<file path="config.mk">
export PLATFORM = sky130hd
export DESIGN_NAME = lid_reg_write_source
export DESIGN_NICKNAME = d
export VERILOG_FILES = /design/src/rtl/lid_reg_write_source.sv
export SDC_FILE = /design/constraint.sdc
export NUM_CORES = 1
export LEC_CHECK = 0
export CORE_AREA = 10 10 56 58
export DETAILED_ROUTE_END_ITERATION = 8
export DIE_AREA = 0 0 66 68
export GPL_ROUTABILITY_DRIVEN = 1
export PLACE_DENSITY = 0.73
export SLEW_MARGIN = 30
export SYNTH_ARGS = -nofsm -noshare
export SYNTH_HDL_FRONTEND = slang
export SYNTH_SLANG_ARGS = --single-unit
</file>
<file path="constraint.sdc">
create_clock -name CLK -period 2.9 [get_ports CLK]
set_clock_uncertainty 0.05 [all_clocks]
set_input_delay 0.87 -clock CLK [delete_from_list [all_inputs] [get_ports CLK]]
set_output_delay 0.87 -clock CLK [all_outputs]
set_load 0.005 [all_outputs]
</file>
<file path="src/rtl/lid_reg_write_source.sv">
// Transmitter side of a latency-insensitive VALID/CONSUMED write link: a small
// FIFO whose head is offered as one token on paired data and enable channels.
module lid_reg_write_source #(
  parameter int width = 1,
  parameter int depth = 4
) (
  input  logic                              CLK,
  input  logic                              RST_N,
  input  logic [((width > 0) ? width : 1)-1:0] ENQ_DATA,
  input  logic                              ENQ_EN,
  input  logic                              ENQ_VALID,
  output logic                              ENQ_RDY,
  output logic [((width > 0) ? width : 1)-1:0] OUT_WRITE,
  output logic                              OUT_WRITE_VALID,
  input  logic                              OUT_WRITE_CONSUMED,
  output logic                              OUT_EN_WRITE,
  output logic                              OUT_EN_WRITE_VALID,
  input  logic                              OUT_EN_WRITE_CONSUMED,
  output logic [$clog2(depth):0]            COUNT
);

  localparam int DW = (width > 0) ? width : 1;
  localparam int AW = $clog2(depth);
  localparam logic [AW:0] FULL_CNT = (AW+1)'(depth);

  logic [AW-1:0]    r_wr_ptr;
  logic [AW-1:0]    r_rd_ptr;
  logic [AW:0]      r_count;
  logic             r_wdone;
  logic             r_edone;
  logic [depth-1:0] r_en_mem;

  logic w_non_empty;
  logic w_enq_fire;
  logic w_whit;
  logic w_ehit;
  logic w_retire;

  assign w_non_empty = (r_count != '0);
  assign ENQ_RDY     = (r_count != FULL_CNT);
  assign w_enq_fire  = ENQ_VALID && ENQ_RDY;
  assign COUNT       = r_count;

  assign OUT_EN_WRITE_VALID = w_non_empty && !r_edone;
  assign OUT_EN_WRITE       = r_en_mem[r_rd_ptr];
  assign w_ehit             = OUT_EN_WRITE_VALID && OUT_EN_WRITE_CONSUMED;

  generate
    if (width > 0) begin : g_data
      logic [DW-1:0] r_data_mem [depth];

      always_ff @(posedge CLK) begin
        if (w_enq_fire) r_data_mem[r_wr_ptr] <= ENQ_DATA;
      end

      assign OUT_WRITE       = r_data_mem[r_rd_ptr];
      assign OUT_WRITE_VALID = w_non_empty && !r_wdone;
      assign w_whit          = OUT_WRITE_VALID && OUT_WRITE_CONSUMED;
    end else begin : g_nodata
      // Enable-only link: the data channel is always "consumed" for any head.
      assign OUT_WRITE       = '0;
      assign OUT_WRITE_VALID = 1'b1;
      assign w_whit          = w_non_empty;
    end
  endgenerate

  assign w_retire = w_non_empty && (r_wdone || w_whit) && (r_edone || w_ehit);

  // Storage is intentionally unreset; only pointers, count and sticky bits are.
  always_ff @(posedge CLK) begin
    if (w_enq_fire) r_en_mem[r_wr_ptr] <= ENQ_EN;
  end

  always_ff @(posedge CLK or negedge RST_N) begin
    if (!RST_N) begin
      r_wr_ptr <= '0;
      r_rd_ptr <= '0;
      r_count  <= '0;
      r_wdone  <= 1'b0;
      r_edone  <= 1'b0;
    end else begin
      if (w_enq_fire) r_wr_ptr <= r_wr_ptr + AW'(1);
      if (w_retire)   r_rd_ptr <= r_rd_ptr + AW'(1);

      if (w_enq_fire && !w_retire)      r_count <= r_count + (AW+1)'(1);
      else if (!w_enq_fire && w_retire) r_count <= r_count - (AW+1)'(1);

      // Sticky done bits hold a channel silent until its sibling catches up.
      if (w_retire) begin
        r_wdone <= 1'b0;
        r_edone <= 1'b0;
      end else begin
        r_wdone <= r_wdone | w_whit;
        r_edone <= r_edone | w_ehit;
      end
    end
  end

endmodule

</file>
## Yosys cells after proc, flatten, opt, wreduce, memory -nomap -nowiden

Memories as Yosys holds them, arrays and structs flattened.
Index checks and enable logic that the tools add are counted.

- Register bits: 13
- Bits in writable memories: 4
- Memories: 1

- Add/sub/neg operators: 4
- Order comparisons: 3
- Equal/unequal tests: 1
- Multiplexer cells: 11
- Bitwise gates (word level): 2
- Reduce and logical (&&, ||, !) cells: 18

Memories:

| name | depth | bits a word | rd ports | clocked after memory_dff | write ports | RTL line | text |
|---|---|---|---|---|---|---|---|
| g_data.r_data_mem | 4 | 1 | 1 | 0 | 1 | 50 | `logic [DW-1:0] r_data_mem [depth];` |

Operators with widths:

| kind | count |
|---|---|
| logical AND 1 bit | 10 |
| less-than comparator 2 x 3 -> 1 bit, second input constant | 2 |
| 2-to-1 mux 1 bit | 6 |
| 2-to-1 mux 3 bit | 2 |
| adder 2 x 1 -> 2 bit, second input constant | 2 |
| bitwise mux 4 bit | 1 |
| logical NOT 1 bit | 4 |
| adder 3 x 1 -> 3 bit, second input constant | 1 |
| != test 3 bit, second input constant | 1 |
| nonzero test 3 bit | 1 |
| subtractor 3 x 1 -> 3 bit, second input constant | 1 |
| binary-select mux 1 bit (select 2 bit) | 1 |
| demux 1 bit (select 2 bit) | 1 |
| >= comparator 2 x 1 -> 1 bit, second input constant | 1 |
| logical OR 1 bit | 2 |
| OR 1 bit | 2 |
| nonzero test 2 bit | 1 |

## Longest topological paths before layout

Gate-level depths: netlist of run 1.

- Depth after elaboration: 9
- Mapped depth: 9
- Depth with buffers taken out: 9

## Least setup slack after synthesis of run 1

No wires, ideal clock.

- Kind: input-to-reg
- Start: in OUT_WRITE_CONSUMED
- End: reg r_count[1], in the netlist COUNT[1]
- Library setup time: 0.125 ns
- Arrival time: 2.135 ns
- Required time: 2.725 ns
- Slack: 0.590 ns
- Stages on the path: 7
- Path buffers: 0
- Cells stage by stage: nor2_1 -> nor3_1 -> inv_1 -> ha_1 -> inv_1 -> fa_1 -> mux2_2

- Word-level cells in the longest chain between the ends: 7

RTL lines:

| element | RTL line | text |
|---|---|---|
| start, declared | 15 | `input logic OUT_WRITE_CONSUMED,` |
| logical AND 1 bit (*) | 58 | `assign w_whit = OUT_WRITE_VALID && OUT_WRITE_CONSUMED;` |
| logical OR 1 bit (*) | 67 | `assign w_retire = w_non_empty && (r_wdone \|\| w_whit) && (r_edone \|\| w_ehit);` |
| logical AND 1 bit (*) (2 in a row) | 67 |  |
| logical NOT 1 bit | 85 | `if (w_enq_fire && !w_retire) r_count <= r_count + (AW+1)'(1);` |
| logical AND 1 bit | 85 |  |
| 2-to-1 mux 3 bit / nonzero test 2 bit (equally long branches) | n/a |  |
| end signal, assigned | 85 |  |
| end signal, assigned | 86 | `else if (!w_enq_fire && w_retire) r_count <= r_count - (AW+1)'(1);` |
| end, declared | 28 | `logic [AW:0] r_count;` |

Every way passes the cells marked *; elsewhere a longest branch is shown, timed or not.
A chain may end at the register's enable or synchronous reset.

## Worst setup path in the final report of run 1

- Start: reg r_rd_ptr[0]
- End: out OUT_WRITE

- Word-level cells in the longest chain between the ends: 1

RTL lines:

| element | RTL line | text |
|---|---|---|
| start, declared | 27 | `logic [AW-1:0] r_rd_ptr;` |
| start signal, assigned | 83 | `if (w_retire) r_rd_ptr <= r_rd_ptr + AW'(1);` |
| memory read (4 x 1 bit) | n/a |  |
| end, declared | 13 | `output logic [((width > 0) ? width : 1)-1:0] OUT_WRITE,` |

No other way between the ends.

==> results.txt, run 1 <==
Summing internal, switching and leakage power gives 1.05 mW. The launch point of the worst path is r_rd_ptr[0]. Following the worst setup path forward leads to its endpoint at OUT_WRITE. The netlist area before placement came out at 807 um2. The number of hold buffers added after CTS was 0. Counting the buffers created by CTS gives 3. The final route contains 482 vias. The net switching power figure is ~350 uW. The total routed wirelength is 1370 um.

Summed over all cells, the static leakage comes to 0.424 nW. At the worst endpoint, the required time is about 2000 ps. Setup repair after global routing left no endpoint under its margin. Per report_power, the clock group accounts for a little under an eighth of the total. The number of antenna violations at the first check in global routing came out at 0. The ratio of final minimum period to clock period is 91.7%.

The insertion delay of the later-clocked pin in the worst-skew pair is 290 ps. The critical path goes through mux4_2, clkdlybuf4s50_1. The global-route total usage across every layer came out at 6.81%. Cells with a size suffix above 1 make up 16.0% of the layout. The initial detailed-routing violation count came out at 19.

The worst max-slew margin expressed relative to the limit came out at 72.8%. The total setup buffers inserted after CTS is 0. Along the worst path, the maximum fanout reaches 4. The max-slew violation count came to 0.

The count of antenna-violating nets left after detailed routing came out at 0. The die covers 4490 um2. The post-detailed-route wirelength per cell came out at between 10 and 15 um.

After detailed routing, the number of vias per cell comes to ~4.4. The minimum clock period after layout is 2660 ps. The remaining global-route overflow is 0. The flip-flop and latch count after synthesis is 17. The number of logic stages on the critical path including buffering is 2.

Once the clock tree was built, the resizer swapped 0 gates to a different size. Setup violations remaining at the end of the flow were counted as 0. The area growth from synthesis to layout is 28.7%. The area fraction of the dominant cell type after synthesis is approximately 30%. The cell type contributing the most total cell area after synthesis is edfxtp_1. The initial cell density of the core came out at between 30% and 40%. The number of rows in the core area came out at 17.

The Yosys step of the flow raised 0 warnings. The width of the chip came out at ~66 um. The clock root buffer is clkbuf_4. The clock tree from TritonCTS is built. The element type at the critical path start is a register.

The floorplan step defined a core boundary enclosing ~2100 um2. Among all stages on the critical path, the largest delay is contributed by mux4_2. The proportion of total power due to net switching is 33.4%. The number of max-cap violations came out at 0. The number of cells traversed by the worst register-to-register path came out at 9. The register-to-register setup slack is roughly 700 ps. The number of antenna diodes in the final layout is 0.

In this design, the stage delay of the slowest critical-path cell is 530 ps. The worst register-to-register path ends at COUNT[2]. The H-tree depth came out at 1.

The floorplan step set the die height to 68 um. The first-pass iteration count of the detailed router came out at 4. The setup total negative slack came out at 0 ps.

The post-synth net total came out at between 70 and 80. The largest net degree at the start of global routing is 10. STA classifies the critical path endpoint as an output port. Clock-pin slew was measured on the worst setup and hold paths at 100 ps. The net count of the finished layout came out at 95. The post-synthesis sequential area ratio is between 50 and 60%. Across all hold checks on the routed design, the worst slack comes to 489 ps.

Data arrives at the worst endpoint at 1740 ps. VDD sags by at most 0.000457 V. The combinational share of power is 46.4%.

The instance count of the mapped netlist came out at just under 60. The number of inserted filler cells in the final layout came out at 187. Together, buffers and inverters on the worst path number 1. The post-route DRC violation count came out at 0. In this design, the largest share of critical-path delay is due to multiplexers. The first global-routing pass estimated 2330 um of wire. The transition time of the tightest slew-check pin is 407 ps.

The portion of total power attributed to sequential cells is a little over two fifths. The count of clock tree sinks came out at 17. The sum of net half-perimeters after detailed placement is 1120 um. The internal power summed over all cells is 698 uW.

The number of unique standard cell types used by synthesis is 19. The synthesized area divided by synthesized cell count came out at 13.7 um2. By area the synthesized netlist is led by edfxtp_1 30%, dfrtp_1 28%, ha_1 7.8%. The via count of the first global-routing pass is 512. In this run the worst hold path is classified as reg -> reg.

Dividing total power by cell area gives a power density of 1010 nW/um2. In this run the critical register-to-register path is launched from COUNT[1]. In this run the count of I/O pins placed on the die edge is 15. The total of buffers placed on input and output ports came out at 14.

By startpoint and endpoint, the worst setup path is classified as reg -> out. The final hold violation count is 0. The run finished with clean final reports. The clock passes through at most 2 buffers. The maximum achievable frequency is 376 MHz. The last weighted congestion value of the routability-driven placer is between 0.6 and 0.7.
[power groups by stage]
stage          Sequential [mW]  Combinational (mW)  Clock, mW
2_1_floorplan            0.428               0.280          0
3_3_place_gp             0.441               0.481          0
3_5_place_dp             0.448               0.495          0
4_1_cts                  0.443               0.498      0.132
5_1_grt                  0.456               0.547      0.143
6_report                 0.438               0.486      0.124
[registers in the layout, indices dropped and copies added (netlist names)]
register           cells
r_edone                1
r_wr_ptr               2
r_rd_ptr               2
r_wdone                1
COUNT                  3
r_en_mem               4
g_data.r_data_mem      4
[worst reg2reg max path, delay by kind of cell (launching register included)]
family	cells	cell delay, ps
xor+xnor	2	310
fa+ha+maj	2	540
buf+inv	2	140
flops	1	470
simple gates	3	640
[per-stage QoR]
stage | utilization, % | worst slack, ps | instances | cell area [um2]
floorplan | - | 590 | 59 | 807
detailed placement | 48.1 | 27.2 | 105 | 1010
CTS | 49.3 | 203 | 109 | 1040
global route | 49.3 | 166 | 109 | 1040
finish | 49.3 | 240 | 109 | 1040
global placement | 48.1 | 67.2 | 105 | 1010
[how the worst min path moves through the flow]
stage	start	end	slack [ps]	cells past startpoint
after floorplan	r_rd_ptr[1]	r_rd_ptr[1]	430	1
after global placement	r_wdone	r_wdone	460	2
after detailed placement	r_wdone	r_wdone	480	2
after CTS	r_wdone	r_wdone	500	2
after global routing	r_rd_ptr[1]	r_rd_ptr[1]	540	1
final	r_wdone	r_wdone	490	2
[cell families (layout without fill, tap and decap cells)]
family | Yosys count | after routing | synth area share (%)
compound gates | 3 | 3 | 2.64
xor+xnor | 6 | 6 | 6.51
fa+ha+maj | 6 | 6 | 10.2
buf+inv | 4 | 26 | 1.86
flops | 17 | 17 | 57.7
mux | 4 | 4 | 8.37
simple gates | 19 | 19 | 12.7
[synth_stat cells]
library cell	instances
a21boi_2	1
a21oi_1	2
and2_1	4
dfrtp_1	9
edfxtp_1	8
fa_1	1
ha_1	5
inv_1	4
mux2_1	1
mux2_2	1
mux4_2	2
nand2_1	1
nor2_1	10
nor3_1	1
nor3_2	1
nor4b_2	1
or3_1	1
xnor2_1	2
xor2_1	4
[per-layer routing]
metal,share of wire [%],GRT usage (%),up-vias
met1,38,7.11,228
li1,-,-,247
met5,0,0,-
met2,56,12.0,5
met4,2.0,5.50,0
met3,3.5,1.14,2
[layout by cell type, fill, tap and decap left out]
| master | synthesis | layout |
|---|---|---|
| dfrtp_1 | 9 | 9 |
| clkbuf_4 | 0 | 3 |
| nor4b_2 | 1 | 1 |
| nor2_1 | 10 | 10 |
| nor3_1 | 1 | 1 |
| a21oi_1 | 2 | 2 |
| inv_1 | 4 | 4 |
| and2_1 | 4 | 4 |
| fa_1 | 1 | 1 |
| clkdlybuf4s50_1 | 0 | 14 |
| edfxtp_1 | 8 | 8 |
| mux2_2 | 1 | 1 |
| or3_1 | 1 | 1 |
| xor2_1 | 4 | 4 |
| mux2_1 | 1 | 1 |
| ha_1 | 5 | 5 |
| clkbuf_1 | 0 | 1 |
| a21boi_2 | 1 | 1 |
| xnor2_1 | 2 | 2 |
| buf_4 | 0 | 4 |
| nor3_2 | 1 | 1 |
| nand2_1 | 1 | 1 |
| mux4_2 | 2 | 2 |
[area by class of cell]
| type | count | area (um2) | share of cell area, % |
|---|---|---|---|
| repair buffers | 18 | 170 | 16.4 |
| clock buffers | 4 | 26.3 | 2.53 |
| multi-input cells | 38 | 327 | 31.4 |
| flip-flops and latches | 17 | 465 | 44.8 |
| inverters | 4 | 15.0 | 1.45 |
| well taps | 28 | 35.0 | 3.37 |
Power figures use the tool's default switching activity.
==> run 2, diff against run 1 <==
Settings changed: PLACE_DENSITY 0.73 to 0.75.
Clock period 2.9 ns to 2.4 ns, I/O delays scaled along.
==> results.txt, run 2 (synthesis gave the netlist of run 1 again) <==
The net count of the finished layout came out at 100. The clock network accounts for 11.4% of the total power. The floorplan step defined a die boundary enclosing 4490 um2. The maximum fanout count along the critical path came out at 6. In the routed design, unresolved DRC markers number 0.

The flow ran to the end, and the final reports show no timing, DRC or antenna violations. The initial cell density of the core is 38.3%. Counting cells, the worst reg-to-reg path comes to 9.

The internal power summed over all cells is 882 uW. TritonCTS built the clock tree. The count of clock tree sinks is 17. The worst hold path terminates at r_rd_ptr[1]. The remaining global-route overflow is 0.

Dividing the detail-routed wire length by the instance count gives 12.4 um. The fraction of the core area covered by cells at the end of the flow is 52.0%. The H-tree depth is 1. The post-detailed-route via-to-cell ratio came out at roughly 4.6. In this run the power density over the cells is 1220 nW/um2. The initial detailed-routing violation count is 32. The register-to-register setup slack came out at 350 ps. The total routed wirelength is about 1400 um. The sum of net half-perimeters after detailed placement is 1130 um. The number of max-cap violations is 0.

The portion of total power attributed to sequential cells is 39.7%. The number of antenna violations at the first check in global routing came out at 0. The reg-to-reg startpoint is COUNT[1]. The worst setup path is launched from a register. Setup repair after global routing could not meet its margin everywhere. The largest net degree at the start of global routing came out at 11. The number of CTS-inserted buffers came out at 3. The capture point of the worst reg-to-reg path is COUNT[2].

The type of the most critical hold path is reg -> reg. The layout has 177 filler cells. The width of the chip came out at 66 um. The combinational share of power is 48.9%. The type of destination of the critical path is an output port. The library cell used most frequently in the layout, excluding fill and tap cells, is clkdlybuf4s50_1.

The post-route total power came out at 1.34 mW. The data required time of the critical path is 1630 ps. 0 antenna diodes ended up in the layout. The count of antenna-violating nets left after detailed routing is 0. The total vias in the final route is around 530. Clock tree synthesis selected as its root buffer the cell clkbuf_4. The fraction of layout cells with a size suffix above 1 is roughly 28%. The maximum achievable frequency is 429 MHz. The worst hold path begins at r_rd_ptr[1].

The number of setup violations in the final report came out at 0. The global-route total usage across every layer came out at slightly above 7%. The number of stages on the worst hold path is 1. The post-placement cell count came out at between 100 and 150. The last weighted congestion value of the routability-driven placer came out at 0.768.

In the layout the commonest cells are 10 x clkdlybuf4s50_1, 9 x buf_4, 8 x edfxtp_1, 7 x dfrtp_1, 7 x nor2_1. The proportion of total power due to net switching came out at 34.1%. The via count of the first global-routing pass is 533. The max-slew violation count is 0. The total placed instance area is 1030 um2.

The wire length of the first global-routing pass came out at 2460 um. At the pin with the least slew margin, the transition time is 428 ps. Headroom to the max-slew limit came out at 71.4%. The insertion delay of the later-clocked pin in the worst-skew pair is 290 ps.

The number of ports placed on the die boundary came out at 15. The number of buffers between clock root and the deepest sink is 2. The setup path with the least slack is of type reg -> out.

The final non-filler cell area came out at 1100 um2. The number of rows in the core area is 17. The worst IR drop on VDD is 0.000536 V. Dividing the final minimum period by the clock period gives 97.1%. The analysis attributes to net switching a power of 456 uW.

For this run, the detailed router's first-pass iteration total came to 3. The chip height came out at 68 um. Buffers inserted to repair hold after CTS numbered 0.

The static leakage is 0.472 nW. The data arrival time of the critical path came out at 1560 ps. The count of buffers added on input and output ports is 14. The area of the placeable core is 2110 um2. The clock transition time at the flip-flop clock pins of the worst setup and hold paths is 100 ps. The minimum clock period after layout came out at 2330 ps. The final hold violation count came out at 0. The layout overhead on the synthesized area is 35.8%. Excluding fillers, the count of instances in the completed layout stands at 114.
[run 2: cell count changes in the layout (fill, tap and decap cells not counted)]
cell and delta:
buf_4 +5, clkdlybuf4s50_1 -4, nor2_1 -3, nor2_2 +3, dfrtp_1 -2, dfrtp_2 +2
dlygate4sd2_1 +2, dlymetal6s2s_1 +2, clkbuf_1 -1, clkinv_2 +1, nor3_2 -1, nor3_4 +1
[run 2: worst max-delay path by stage]
stage	cells past startpoint	slack [ps]	from	endpoint
finish	3	70	COUNT[1]	OUT_WRITE_VALID
global route	3	-7	COUNT[1]	OUT_WRITE_VALID
CTS	3	7	COUNT[1]	OUT_WRITE_VALID
detailed placement	8	-250	OUT_WRITE_CONSUMED	COUNT[1]
global placement	8	-230	OUT_WRITE_CONSUMED	COUNT[1]
floorplan	7	240	OUT_WRITE_CONSUMED	COUNT[1]
[run 2: layout make-up]
cell class | instances | area, um2 | area share, %
inverter | 4 | 15.0 | 1.37
multi-input combinational | 38 | 340 | 31.1
clock buffer | 3 | 22.5 | 2.05
clock inverter | 1 | 5.00 | 0.457
timing repair buffer | 23 | 210 | 19.2
sequential | 17 | 468 | 42.7
tap | 28 | 35.0 | 3.20
[run 2: power by group through the flow]
stage	clock network, mW	logic [mW]	registers (mW)
2_1_floorplan	0	0.338	0.517
3_3_place_gp	0	0.634	0.521
3_5_place_dp	0	0.645	0.528
4_1_cts	0.160	0.652	0.528
5_1_grt	0.168	0.736	0.550
6_report	0.153	0.654	0.532
[run 2: timing repair]
item	CTS	global route
resized for setup	4	6
setup buffers	1	1
pin swaps	0	4
endpoints found under the setup margin	4	5
[run 2: per-layer routing]
layer / part of all wire, % / routed length (um) / track usage [%]
met5: 0 / 0 / 0
met4: 3.1 / 44 / 7.07
met3: 4.4 / 62 / 1.31
met2: 51 / 712 / 12.2
met1: 42 / 589 / 7.51
[run 2: metrics by stage]
step / hold WS, ps / setup slack [ps] / setup TNS, ps
after CTS: 486 / 7.40 / 0
after global placement: 463 / -230 / -390
after global routing: 513 / -7.36 / -7.36
final: 483 / 69.4 / 0
after detailed placement: 469 / -254 / -414
after floorplan: 374 / 240 / 0
[run 2: critical path, cell delays in order (launching register included)]
cell,delay (ps)
dfrtp_2,470
nor3_4,270
nor2_1,80
clkdlybuf4s50_1,450
